<file path="config.mk">
export PLATFORM = sky130hd
export DESIGN_NAME = dcache_port_arbiter
export DESIGN_NICKNAME = d
export VERILOG_FILES = /design/src/rtl/dcache_port_arbiter.sv
export SDC_FILE = /design/constraint.sdc
export NUM_CORES = 1
export LEC_CHECK = 0
export ABC_AREA = 1
export CAP_MARGIN = 25
export CORE_MARGIN = 2
export CORE_UTILIZATION = 60
export CTS_CLUSTER_DIAMETER = 40
export DETAILED_ROUTE_END_ITERATION = 7
export PLACE_DENSITY = 0.86
export SLEW_MARGIN = 40
export SYNTH_ARGS = -nofsm -noshare
export SYNTH_HDL_FRONTEND = slang
export SYNTH_SLANG_ARGS = --single-unit
</file>
<file path="constraint.sdc">
create_clock -name clk -period 18.43 [get_ports clk]
set_input_delay 1.843 -clock clk [delete_from_list [all_inputs] [get_ports clk]]
set_output_delay 1.843 -clock clk [all_outputs]
set_load 0.01 [all_outputs]
</file>
<file path="src/rtl/dcache_port_arbiter.sv">
// Arbitrates the single data-cache port between tagged speculative loads and an
// in-order buffer of committed stores, bounding store starvation and squashing flushed loads.
module dcache_port_arbiter #(
   parameter int ADDR_W       = 32,
   parameter int DATA_W       = 32,
   parameter int TAG_W        = 4,
   parameter int SB_DEPTH     = 4,
   parameter int STARVE_LIMIT = 8
) (
   input  logic                      clk,
   input  logic                      rst,
   input  logic                      flush,
   input  logic                      ld_valid,
   input  logic [ADDR_W-1:0]         ld_addr,
   input  logic [TAG_W-1:0]          ld_tag,
   output logic                      ld_ready,
   input  logic                      st_commit_valid,
   input  logic [ADDR_W-1:0]         st_commit_addr,
   input  logic [DATA_W-1:0]         st_commit_data,
   output logic                      sb_full,
   output logic [$clog2(SB_DEPTH):0] sb_count,
   output logic                      dc_req_valid,
   output logic                      dc_req_write,
   output logic [ADDR_W-1:0]         dc_req_addr,
   output logic [DATA_W-1:0]         dc_req_data,
   input  logic                      dc_req_ready,
   input  logic                      dc_resp_valid,
   input  logic [DATA_W-1:0]         dc_resp_data,
   output logic                      ld_done_valid,
   output logic [TAG_W-1:0]          ld_done_tag,
   output logic [DATA_W-1:0]         ld_done_data,
   output logic                      busy
);
   localparam int IDX_W = $clog2(SB_DEPTH);
   localparam int PTR_W = IDX_W + 1;
   localparam int CNT_W = $clog2(STARVE_LIMIT + 1);
   localparam logic [CNT_W-1:0] LIMIT = CNT_W'(STARVE_LIMIT);

   typedef enum logic [1:0] {S_IDLE, S_REQ, S_WAIT} state_e;

   state_e            state_q, state_d;
   logic [PTR_W-1:0]  wr_ptr_q, wr_ptr_d, rd_ptr_q, rd_ptr_d;
   logic [ADDR_W-1:0] sb_addr_q [SB_DEPTH];
   logic [DATA_W-1:0] sb_data_q [SB_DEPTH];
   logic [CNT_W-1:0]  starve_q, starve_d;
   logic              squash_q, squash_d;
   logic              req_write_q, req_write_d;
   logic [ADDR_W-1:0] req_addr_q, req_addr_d;
   logic [DATA_W-1:0] req_data_q, req_data_d;
   logic [TAG_W-1:0]  req_tag_q, req_tag_d;

   logic             sb_empty, push, pop, conflict;
   logic             store_cand, load_cand, pick_store, pick_load;
   logic [IDX_W-1:0] head_idx;

   assign sb_count = wr_ptr_q - rd_ptr_q;
   assign sb_full  = (wr_ptr_q[IDX_W-1:0] == rd_ptr_q[IDX_W-1:0]) &&
                     (wr_ptr_q[IDX_W] != rd_ptr_q[IDX_W]);
   assign sb_empty = (wr_ptr_q == rd_ptr_q);
   assign head_idx = rd_ptr_q[IDX_W-1:0];
   assign push     = st_commit_valid & ~sb_full;
   assign wr_ptr_d = wr_ptr_q + PTR_W'(push);
   assign rd_ptr_d = rd_ptr_q + PTR_W'(pop);

   // Every occupied entry is compared, including the head whose write is in flight.
   always_comb begin
      conflict = 1'b0;
      for (int k = 0; k < SB_DEPTH; k++) begin
         if ((PTR_W'(k) < sb_count) && (sb_addr_q[head_idx + IDX_W'(k)] == ld_addr))
            conflict = 1'b1;
      end
   end

   assign store_cand = ~sb_empty;
   assign load_cand  = ld_valid & ~flush & ~conflict;
   assign pick_store = store_cand & (~load_cand | sb_full | (starve_q >= LIMIT));
   assign pick_load  = load_cand & ~pick_store;

   // NOTE: every signal driven here gets a default first so no path can infer a latch.
   always_comb begin
      state_d       = state_q;
      starve_d      = starve_q;
      squash_d      = squash_q;
      req_write_d   = req_write_q;
      req_addr_d    = req_addr_q;
      req_data_d    = req_data_q;
      req_tag_d     = req_tag_q;
      ld_ready      = 1'b0;
      pop           = 1'b0;
      ld_done_valid = 1'b0;
      ld_done_tag   = '0;
      ld_done_data  = '0;
      unique case (state_q)
         S_IDLE: begin
            if (pick_store) begin
               state_d     = S_REQ;
               req_write_d = 1'b1;
               req_addr_d  = sb_addr_q[head_idx];
               req_data_d  = sb_data_q[head_idx];
               starve_d    = '0;
            end else if (pick_load) begin
               state_d     = S_REQ;
               ld_ready    = 1'b1;
               req_write_d = 1'b0;
               req_addr_d  = ld_addr;
               req_data_d  = '0;
               req_tag_d   = ld_tag;
               if (store_cand)
                  starve_d = (starve_q == LIMIT) ? LIMIT : starve_q + 1'b1;
            end
         end
         S_REQ: begin
            if (flush && !req_write_q) squash_d = 1'b1;
            if (dc_req_ready) state_d = S_WAIT;
         end
         S_WAIT: begin
            if (flush && !req_write_q) squash_d = 1'b1;
            if (dc_resp_valid) begin
               state_d  = S_IDLE;
               squash_d = 1'b0;
               if (req_write_q) begin
                  pop = 1'b1;
               end else if (!squash_q) begin
                  ld_done_valid = 1'b1;
                  ld_done_tag   = req_tag_q;
                  ld_done_data  = dc_resp_data;
               end
            end
         end
         default: state_d = S_IDLE;
      endcase
      if (sb_empty) starve_d = '0;
   end

   assign busy         = (state_q != S_IDLE);
   assign dc_req_valid = (state_q == S_REQ);
   assign dc_req_write = dc_req_valid & req_write_q;
   assign dc_req_addr  = dc_req_valid ? req_addr_q : '0;
   assign dc_req_data  = dc_req_valid ? req_data_q : '0;

   always_ff @(posedge clk) begin
      if (rst) begin
         state_q     <= S_IDLE;
         wr_ptr_q    <= '0;
         rd_ptr_q    <= '0;
         starve_q    <= '0;
         squash_q    <= 1'b0;
         req_write_q <= 1'b0;
         req_addr_q  <= '0;
         req_data_q  <= '0;
         req_tag_q   <= '0;
      end else begin
         state_q     <= state_d;
         wr_ptr_q    <= wr_ptr_d;
         rd_ptr_q    <= rd_ptr_d;
         starve_q    <= starve_d;
         squash_q    <= squash_d;
         req_write_q <= req_write_d;
         req_addr_q  <= req_addr_d;
         req_data_q  <= req_data_d;
         req_tag_q   <= req_tag_d;
      end
   end

   // NOTE: buffer storage has no reset; the pointers alone define which entries are live.
   always_ff @(posedge clk) begin
      if (push) begin
         sb_addr_q[wr_ptr_q[IDX_W-1:0]] <= st_commit_addr;
         sb_data_q[wr_ptr_q[IDX_W-1:0]] <= st_commit_data;
      end
   end

endmodule

</file>
==> results.md <==
* Status: finished clean
* Most common cell on crit path: nand2_1
* Endpoints failing hold at 0
* Clock Latency Late Sink at about 560 ps
* Top Ports at about 250
* CORE AREA at between 30,000 and 40,000 um^2
* Area grow syn2layout at 22.2%
* Pin count of the biggest net entering global routing at 85
* Slowest cell delay on critical path at between 700 and 800 ps
* Initial Util at around three fifths
* CP max FO at between 80 and 90
* CP cell instances: buf_4 > nand2_1 > nand2_2 > buf_4 > nand2_1 > o21ai_1 > xor2_1 > nand2_1 > nor2_1 > nand3_1 > nor2_1 > nor2_2 > nand3_4 > nand2_4 > nand2_2 > inv_1 > clkdlybuf4s50_1
* Most common cell after layout, fill and taps aside: nand2_1
* Crit start category: register
* Slew HR at between 40% and 50%
* Yosys reg bits at between 300 and 400
* Sw frac at about a third
* Antenna Nets Post-Route at 0
* GR Util All Layers at a little under two fifths
* Hold Path Class: register to register
* Share of layout cells above drive strength 1 at 4.63%
* Via/cell ratio at around 6
* Hold path depth at 2
* Period utilisation layout at 42.2%
* Reg2reg path depth at 18
* Most frequent cells in the layout: 960 x nand2_1, 383 x nand3_1, 256 x edfxtp_1
* Maximum clock frequency at around 130 MHz
* Drt drc at 0
* Critical path data arrival time at 5940 ps
* Vias at 17,800
* PwrDens at around 100 nW/um^2
* CTS H-tree depth at 2
* Drt wl/cell at 20.3 um
* Fin. max-slew vios at 0
* Total clock sinks at roughly 340
* Net Sw Power at 0.742 mW
* Initial antenna violation count at 1
* Hpwl dp at 42,800 um
* CTS Hold Bufs at 0
* Req. time, crit path at approximately 17,000 ps
* CP Capture Type: output pin
* Num CTS Buffers at 43
* Net count reported at finish at between 2,000 and 3,000
* CTS tree: done
* Overflow after GRT at 0
* Port Buffers at approximately 250
* Clock buffer depth at 3
* Mapped Area at 18,500 um^2
* Clock slew at reported path FFs at about 60 ps
* Maximum VDD drop at about 90 uV
* Setup tns final at 0 ps
* Die width at between 150 and 200 um
* Skew final at 21.2 ps
* Comb pwr share at a little under a quarter
* Final Util at ~74%
* Floorplan row count at 64
* Final wirelength at 62,000 um
* Post-Syn Instances at 2,423
* Drt pass-1 iters at 8
* CP max-delay cell: dfxtp_4
* MaxCap Viol Count at 0
* Reg power frac at 40.6%
* Area fraction of the dominant cell type after synthesis at about two fifths
* Lkg Pwr at approximately 10 nW
* RSZ-0062 raised after global routing: no
* Setup bufs post-CTS at 0
* Power Internal at roughly 1.5 mW
* Number of global-route vias before repair at roughly 16,000
* Syn Nets at about 2,600
* Die area at between 30,000 and 40,000 um^2
* Crit path kind: register to output pin
* Worst slew pin tran at around 860 ps
* Clock root buffer master: clkbuf_16
* Synth top area cells: edfxtp_1 42%, nand2_1 20%, nand3_1 10%
* Final min period at between 7000 and 8000 ps
* Drt first-iter violations at between 2,000 and 2,500
* Cts repair resizes at 0
* Die Span Y at around 180 um
* Number of synthesis warnings at 0
* First-pass GRT wire length at 94,800 um
* Post-synth cell types at 31
* Synth Area per Inst at approximately 7.6 um^2
* Post-synth top area cell: edfxtp_1
* Final Setup Violations at 0
* GP Congestion at 1.03
* Clk pwr share at a little over a third
* Register area share after synthesis at 50.4%
-- worst max-delay path, delay by kind of cell, from the launching register on --
| family | cells | cell delay, ps |
|---|---|---|
| simple gates | 11 | 2090 |
| flops | 1 | 750 |
| xor+xnor | 1 | 370 |
| compound gates | 1 | 150 |
| buf+inv | 4 | 1870 |
-- synth_stat cells --
cell type  count
nand2_1      962
nand3_1      383
edfxtp_1     256
inv_1        255
nor2_1       124
dfxtp_1       82
buf_2         52
a21oi_1       45
clkbuf_1      39
nand4_1       33
xor2_1        33
a22oi_1       32
o21ai_0       24
o21ai_1       22
buf_1         15
ha_1          12
buf_4         10
o211ai_1      10
buf_6          6
nor3_1         5
nand2_2        4
inv_2          3
xnor2_1        3
clkinv_1       2
nor2_2         2
nor2_4         2
or2_1          2
or2_2          2
a31oi_1        1
fa_1           1
nand3_2        1
-- stage by stage --
step	hold WS [ps]	setup slack, ps	instances	area (um^2)	power [mW]
floorplan	443	11480	2423	18500	1.24
global placement	452	10590	2967	21100	1.43
detailed placement	457	10520	2969	21100	1.45
CTS	466	10170	3048	22500	2.26
global route	488	10260	3052	22600	2.36
finish	470	10650	3053	22600	2.27
-- power groups by stage --
stage                     Combinational [mW]  Clock (mW)  Sequential (mW)
after floorplan                        0.321           0            0.922
after global placement                 0.503           0            0.931
after detailed placement               0.519           0            0.933
after CTS                              0.524       0.815            0.918
after global routing                   0.583       0.848            0.925
final                                  0.538       0.811            0.921
-- path summary, 6_finish.rpt --
path,startpoint,endpoint,slack [ps]
worst max-delay path,rd_ptr_q[0],ld_ready,10650
worst min-delay path,req_data_q[31],req_data_q[31],470
worst max register to register,rd_ptr_q[0],req_data_q[10],12780
worst min register to register,req_data_q[31],req_data_q[31],470
-- state kept, by name (all words and copies together), names as in the netlist --
signal,cells
sb_addr_q,128
sb_data_q,128
req_addr_q,32
req_data_q,32
req_tag_q,4
starve_q,4
rd_ptr_q,3
wr_ptr_q,3
state_q,2
req_write_q,1
squash_q,1
-- area by class of cell --
cell class	instances	area, um^2
clock inverter	28	279
clock buffer	51	1130
fill	2208	7910
inverter	260	978
multi-input combinational	1703	7620
tap	396	495
antenna	2	5.00
timing repair buffer	275	2760
sequential	338	9340
-- logic make-up after synthesis --
logic type / after synthesis / share of synthesized area, %
buf+inv: 382 / 8.55
fa+ha+maj: 13 / 0.920
compound gates: 134 / 4.20
flops: 338 / 50.4
xor+xnor: 36 / 1.71
simple gates: 1520 / 34.2
-- layer usage --
layer | vias to the layer above | routed length, um | global-route usage, %
met5 | - | 0 | 0
met4 | 0 | 1950 | 11.2
met3 | 120 | 7220 | 7.74
met2 | 1147 | 28600 | 60.6
met1 | 8295 | 24200 | 52.2
li1 | 8275 | - | -
(Power assumes the default switching activity.)
